<file path="config.mk">
export PLATFORM = sky130hd
export DESIGN_NAME = mem_port_arbiter
export DESIGN_NICKNAME = d
export VERILOG_FILES = /design/src/rtl/mem_port_arbiter.sv
export SDC_FILE = /design/constraint.sdc
export NUM_CORES = 1
export LEC_CHECK = 0
export BUFFER_PORTS_ARGS = -buffer_cell sky130_fd_sc_hd__buf_2
export CORE_MARGIN = 2
export CORE_UTILIZATION = 35
export DETAILED_ROUTE_END_ITERATION = 8
export PLACE_DENSITY = 0.64
export SYNTH_ARGS = -nofsm -noshare
export SYNTH_HDL_FRONTEND = slang
export SYNTH_SLANG_ARGS = --single-unit
</file>
<file path="constraint.sdc">
create_clock -name i_clk -period 3.5 [get_ports i_clk]
set_input_delay 0.525 -clock i_clk [delete_from_list [all_inputs] [get_ports i_clk]]
set_output_delay 0.525 -clock i_clk [all_outputs]
set_load 0.01 [all_outputs]
</file>
<file path="src/rtl/mem_port_arbiter.sv">
// rtl/mem_port_arbiter.sv - shares one memory port between fetch and data requesters
module mem_port_arbiter #(
  parameter int DATA_WIDTH   = 32,
  parameter int ADDR_WIDTH   = 32,
  parameter int STARVE_LIMIT = 3,
  parameter int TIMEOUT      = 15
) (
  input  logic                  i_clk,
  input  logic                  i_rst,
  input  logic                  i_if_req,
  input  logic [ADDR_WIDTH-1:0] i_if_addr,
  output logic                  o_if_ready,
  output logic [DATA_WIDTH-1:0] o_if_rdata,
  input  logic                  i_dm_req,
  input  logic                  i_dm_rw,
  input  logic [3:0]            i_dm_sel,
  input  logic [ADDR_WIDTH-1:0] i_dm_addr,
  input  logic [DATA_WIDTH-1:0] i_dm_wdata,
  output logic                  o_dm_ready,
  output logic [DATA_WIDTH-1:0] o_dm_rdata,
  output logic                  o_mem_access,
  output logic                  o_mem_rw,
  output logic [3:0]            o_mem_sel,
  output logic [ADDR_WIDTH-1:0] o_mem_addr,
  output logic [DATA_WIDTH-1:0] o_mem_wdata,
  input  logic [DATA_WIDTH-1:0] i_mem_rdata,
  input  logic                  i_mem_ready,
  output logic                  o_timeout_err
);

  localparam int SW = (STARVE_LIMIT < 1) ? 1 : $clog2(STARVE_LIMIT + 1);
  localparam int TW = $clog2(TIMEOUT + 2);
  localparam logic [SW-1:0] SLIM  = SW'(STARVE_LIMIT);
  localparam logic [TW-1:0] TLAST = TW'((TIMEOUT > 0) ? (TIMEOUT - 1) : 0);

  typedef enum logic [1:0] {S_IDLE, S_GRANT_D, S_GRANT_I, S_RESP} state_t;

  state_t                r_state;
  state_t                w_next;
  logic                  w_pick_d;
  logic                  w_pick_i;
  logic                  w_tout;
  logic                  w_in_grant;
  logic                  w_done;
  logic                  w_starved;
  logic [DATA_WIDTH-1:0] w_rd_data;

  logic                  r_gnt_d;
  logic                  r_rw;
  logic [3:0]            r_sel;
  logic [ADDR_WIDTH-1:0] r_addr;
  logic [DATA_WIDTH-1:0] r_wdata;
  logic [DATA_WIDTH-1:0] r_if_rdata;
  logic [DATA_WIDTH-1:0] r_dm_rdata;
  logic [SW-1:0]         r_starve;
  logic [TW-1:0]         r_tcnt;
  logic                  r_timeout_err;

  assign w_in_grant = (r_state == S_GRANT_D) || (r_state == S_GRANT_I);
  assign w_starved  = (r_starve == SLIM);
  assign w_done     = w_in_grant && (i_mem_ready || w_tout);
  // A timed-out access returns zero instead of whatever is on the bus.
  assign w_rd_data  = i_mem_ready ? i_mem_rdata : '0;

  // State register
  always_ff @(posedge i_clk) begin
    if (i_rst) r_state <= S_IDLE;
    else       r_state <= w_next;
  end

  // Arbitration in IDLE, completion/timeout detection in the grant states
  always_comb begin
    w_next   = r_state;
    w_pick_d = 1'b0;
    w_pick_i = 1'b0;
    w_tout   = 1'b0;
    case (r_state)
      S_IDLE: begin
        if (i_dm_req && !(w_starved && i_if_req)) begin
          w_pick_d = 1'b1;
          w_next   = S_GRANT_D;
        end else if (i_if_req) begin
          w_pick_i = 1'b1;
          w_next   = S_GRANT_I;
        end
      end
      S_GRANT_D, S_GRANT_I: begin
        if (i_mem_ready) begin
          w_next = S_RESP;
        end else if ((TIMEOUT != 0) && (r_tcnt == TLAST)) begin
          w_tout = 1'b1;
          w_next = S_RESP;
        end
      end
      S_RESP:  w_next = S_IDLE;
      default: w_next = S_IDLE;
    endcase
  end

  // Latch the winning request; the port is driven only from these registers
  always_ff @(posedge i_clk) begin
    if (i_rst) begin
      r_gnt_d <= 1'b0;
      r_rw    <= 1'b0;
      r_sel   <= '0;
      r_addr  <= '0;
      r_wdata <= '0;
    end else if (w_pick_d) begin
      r_gnt_d <= 1'b1;
      r_rw    <= i_dm_rw;
      r_sel   <= i_dm_sel;
      r_addr  <= i_dm_addr;
      r_wdata <= i_dm_wdata;
    end else if (w_pick_i) begin
      r_gnt_d <= 1'b0;
      r_rw    <= 1'b0;
      r_sel   <= 4'hF;
      r_addr  <= i_if_addr;
      r_wdata <= '0;
    end
  end

  // Fairness counter: consecutive data grants taken while a fetch was waiting
  always_ff @(posedge i_clk) begin
    if (i_rst) begin
      r_starve <= '0;
    end else if (w_pick_d) begin
      if (!i_if_req)     r_starve <= '0;
      else if (!w_starved) r_starve <= r_starve + SW'(1);
    end else if (w_pick_i) begin
      r_starve <= '0;
    end
  end

  // Hung-memory guard: counts grant cycles without mem_ready
  always_ff @(posedge i_clk) begin
    if (i_rst)                          r_tcnt <= '0;
    else if (w_pick_d || w_pick_i)      r_tcnt <= '0;
    else if (w_in_grant && !i_mem_ready) r_tcnt <= r_tcnt + TW'(1);
  end

  // Capture read data on completion; writes leave the data register alone
  always_ff @(posedge i_clk) begin
    if (i_rst) begin
      r_if_rdata    <= '0;
      r_dm_rdata    <= '0;
      r_timeout_err <= 1'b0;
    end else begin
      if (w_done && (r_state == S_GRANT_I))          r_if_rdata <= w_rd_data;
      if (w_done && (r_state == S_GRANT_D) && !r_rw) r_dm_rdata <= w_rd_data;
      if (w_tout)                                    r_timeout_err <= 1'b1;
    end
  end

  assign o_mem_access  = w_in_grant;
  assign o_mem_rw      = r_rw;
  assign o_mem_sel     = r_sel;
  assign o_mem_addr    = r_addr;
  assign o_mem_wdata   = r_wdata;
  assign o_if_ready    = (r_state == S_RESP) && !r_gnt_d;
  assign o_dm_ready    = (r_state == S_RESP) && r_gnt_d;
  assign o_if_rdata    = r_if_rdata;
  assign o_dm_rdata    = r_dm_rdata;
  assign o_timeout_err = r_timeout_err;

endmodule

</file>
==> flow_summary.ini <==
[power]
ir_worst_vdd_mv = 0.347
power_density_nw_per_um2 = 651
total_power_mw = 4.98
p_leak_nw = 3.50

[sta]
setup_viol = 0
max_freq_ghz = 0.438
finalCriticalPeriod_ps = 2280
finalCritPeriodShare = 0.652
rsz0062_at_grt = no
tightest_slew_ps = 1090
fin_setup_tns_ps = 0
final_hold_viol_count = 0
fin_skew_ps = 10.4
slew-limit-headroom = 0.270
drv_slew = 0

[routing]
dr.pass1.iters = 4
drc = 0
via_per_inst = 4.74
routed_wl_um = 15900
avgRoutedWirePerCell_um = 15.1
drt-initial-drc-count = 221
ant_nets = 0
vias = 5010

[clocking]
numCtsBuffers = 17
cts-resized-gates = 0
cts_buffer_depth = 2
hold_buffers = 0
clkTransAtPathRegs_ps = 70
clock_sinks = 144
cts_tree = done
clk_latency_ps = 420
root_buffer = clkbuf_16
cts_setup_buffers = 0
htree_levels = 4

[yosys]
synth_ff_type = dfxtp_1
synth_nets = 722
ys_warn_count = 0
ys_types = 38
yosys_register_bits = 144
synthCells = 577
yosysTopAreaCellShare = 0.510
async_reset_ff_frac = 0
yosys-top-cells-count = dfxtp_1 (144), nand2_1 (101), a21oi_1 (36), nand3_1 (35)
synth.most_common_cell = dfxtp_1
synth_edf_count = 0
postSynthAreaPerCell_sq_um = 9.80
seq_area_frac_synth = 0.510
synth.area.top_cells = dfxtp_1 (51%), nand2_1 (6.7%), mux2i_1 (5.7%)
synth_area_leader_cell = dfxtp_1
syn-cell-area_sq_um = 5650

[setup_path]
cp_slowest_stage_delay_ps = 630
worstPathRequired_ps = 3760
cp_data_arrival_time_ps = 2540
critPathBufInv = 2
crit_family = simple AND/OR/NAND/NOR gates
slowest_stage = nand3_2
critPathKind = reg -> reg
critPathLaunchType = flip-flop
crit_chain = inv_1 -> ha_1 -> nand3_2 -> buf_4 -> mux2i_1 -> o21ai_0
critPathMaxFanout = 26
setup.worst_path.end_class = flip-flop

[run]
maxCapViolations = 0

[floorplan]
die_height_um = 131
rows = 46
start_util = 0.357
die_w_um = 131
die_area_sq_um = 17200
core_sq_um = 15800
ios = 275

[finish]
areaGrowthSynthToFinish_pct = 35.2
drive_gt1_frac = 0.450
instances_no_fill = 1058
finalNetCount = 974
fin_util = 0.483
diodes = 0

[global_route]
antenna_found_initial = 1
grt_overflow = 0
grt_pass1_vias = 4745
grt_pass1_wl_um = 25100
grt_max_degree = 73
track_usage = 0.182

[hold_path]
hp-class = in -> reg

[place]
placed_cells = 1026
portBuffers = 274
gp_congestion = 0.789
dp_hpwl_um = 11200

[run_status]
outcome = complete, no violations
[flip-flops by register name, summed over array words and instances, names as in the netlist]
signal and cells:
o_timeout_err 1, r_tcnt 5, o_mem_wdata 32, r_state 2, r_gnt_d 1, o_if_rdata 32
r_starve 2, o_mem_sel 4, o_mem_rw 1, o_mem_addr 32, o_dm_rdata 32
[worst register-to-register path, cell delays in order (launching register included)]
cell and delay [ps]:
dfxtp_1 340, inv_1 100, ha_1 300, nand3_2 630, buf_4 490, mux2i_1 160, o21ai_0 90
[area by class of cell]
cell class / instances / area, sq um
fill: 1552 / 8190
timing repair buffer: 281 / 1420
tap: 216 / 270
multi-input combinational: 381 / 2490
inverter: 4 / 15.0
clock buffer: 19 / 433
sequential: 144 / 2880
clock inverter: 13 / 129
[stage by stage]
| step | instance area (sq um) | setup slack (ps) | hold WS, ps |
|---|---|---|---|
| after floorplan | 5650 | 1850 | 439 |
| after global placement | 7080 | 1290 | 429 |
| after detailed placement | 7080 | 1240 | 439 |
| after CTS | 7640 | 1220 | 293 |
| after global routing | 7640 | 1040 | 302 |
| final | 7640 | 1220 | 315 |
[report_power, final]
| group | leakage (nW) | total [mW] | switching [mW] | internal [mW] |
|---|---|---|---|---|
| clock | 0.275 | 1.74 | 0.743 | 0.993 |
| combinational | 2.05 | 1.25 | 0.752 | 0.497 |
| sequential | 1.17 | 1.99 | 0.121 | 1.87 |
| total | 3.50 | 4.98 | 1.62 | 3.36 |
[routing by layer]
metal  share of wire  global-route usage  up-vias
met5         0.00082                   0        -
met2            0.46               0.290      217
li1                -                   -     2521
met4           0.016              0.0652        2
met1            0.44               0.230     2249
met3           0.081              0.0617       21
[worst paths after layout]
path / from / end / slack [ps] / cells after the start
setup / recovery: r_state[1] / o_mem_addr[17] / 1220 / 6
setup reg to reg: r_state[1] / o_mem_addr[17] / 1220 / 6
hold / removal: i_dm_wdata[3] / o_mem_wdata[3] / 310 / 2
hold reg to reg: o_if_rdata[10] / o_if_rdata[10] / 450 / 2
[layout by cell type (no fill, tap or decap), drive strengths merged, types with 2 or more instances in the layout]
cell	Yosys	routed
buf	35	281
dfxtp	144	144
nand2	101	101
a21oi	66	66
nand3	65	65
o21ai	34	34
a22o	32	32
mux2i	32	32
clkbuf	13	19
nor2	13	13
inv	4	9
ha	7	7
clkinv	0	6
nand2b	4	4
o22ai	4	4
xor2	3	3
nor2b	2	2
and4b	2	2
nand4	2	2
o211ai	2	2
[logic make-up after synthesis]
| kind of cell | Yosys count | synth area share |
|---|---|---|
| multiplexers | 32 | 0.0567 |
| AND/OR/NAND/NOR | 191 | 0.174 |
| adder cells (fa/ha/maj) | 7 | 0.0155 |
| XOR/XNOR | 4 | 0.00620 |
| buffers and inverters | 52 | 0.0522 |
| flip-flops | 144 | 0.510 |
| AO/OA/AOI/OAI | 147 | 0.185 |
Note: power is estimated with default switching activity, not from simulation.
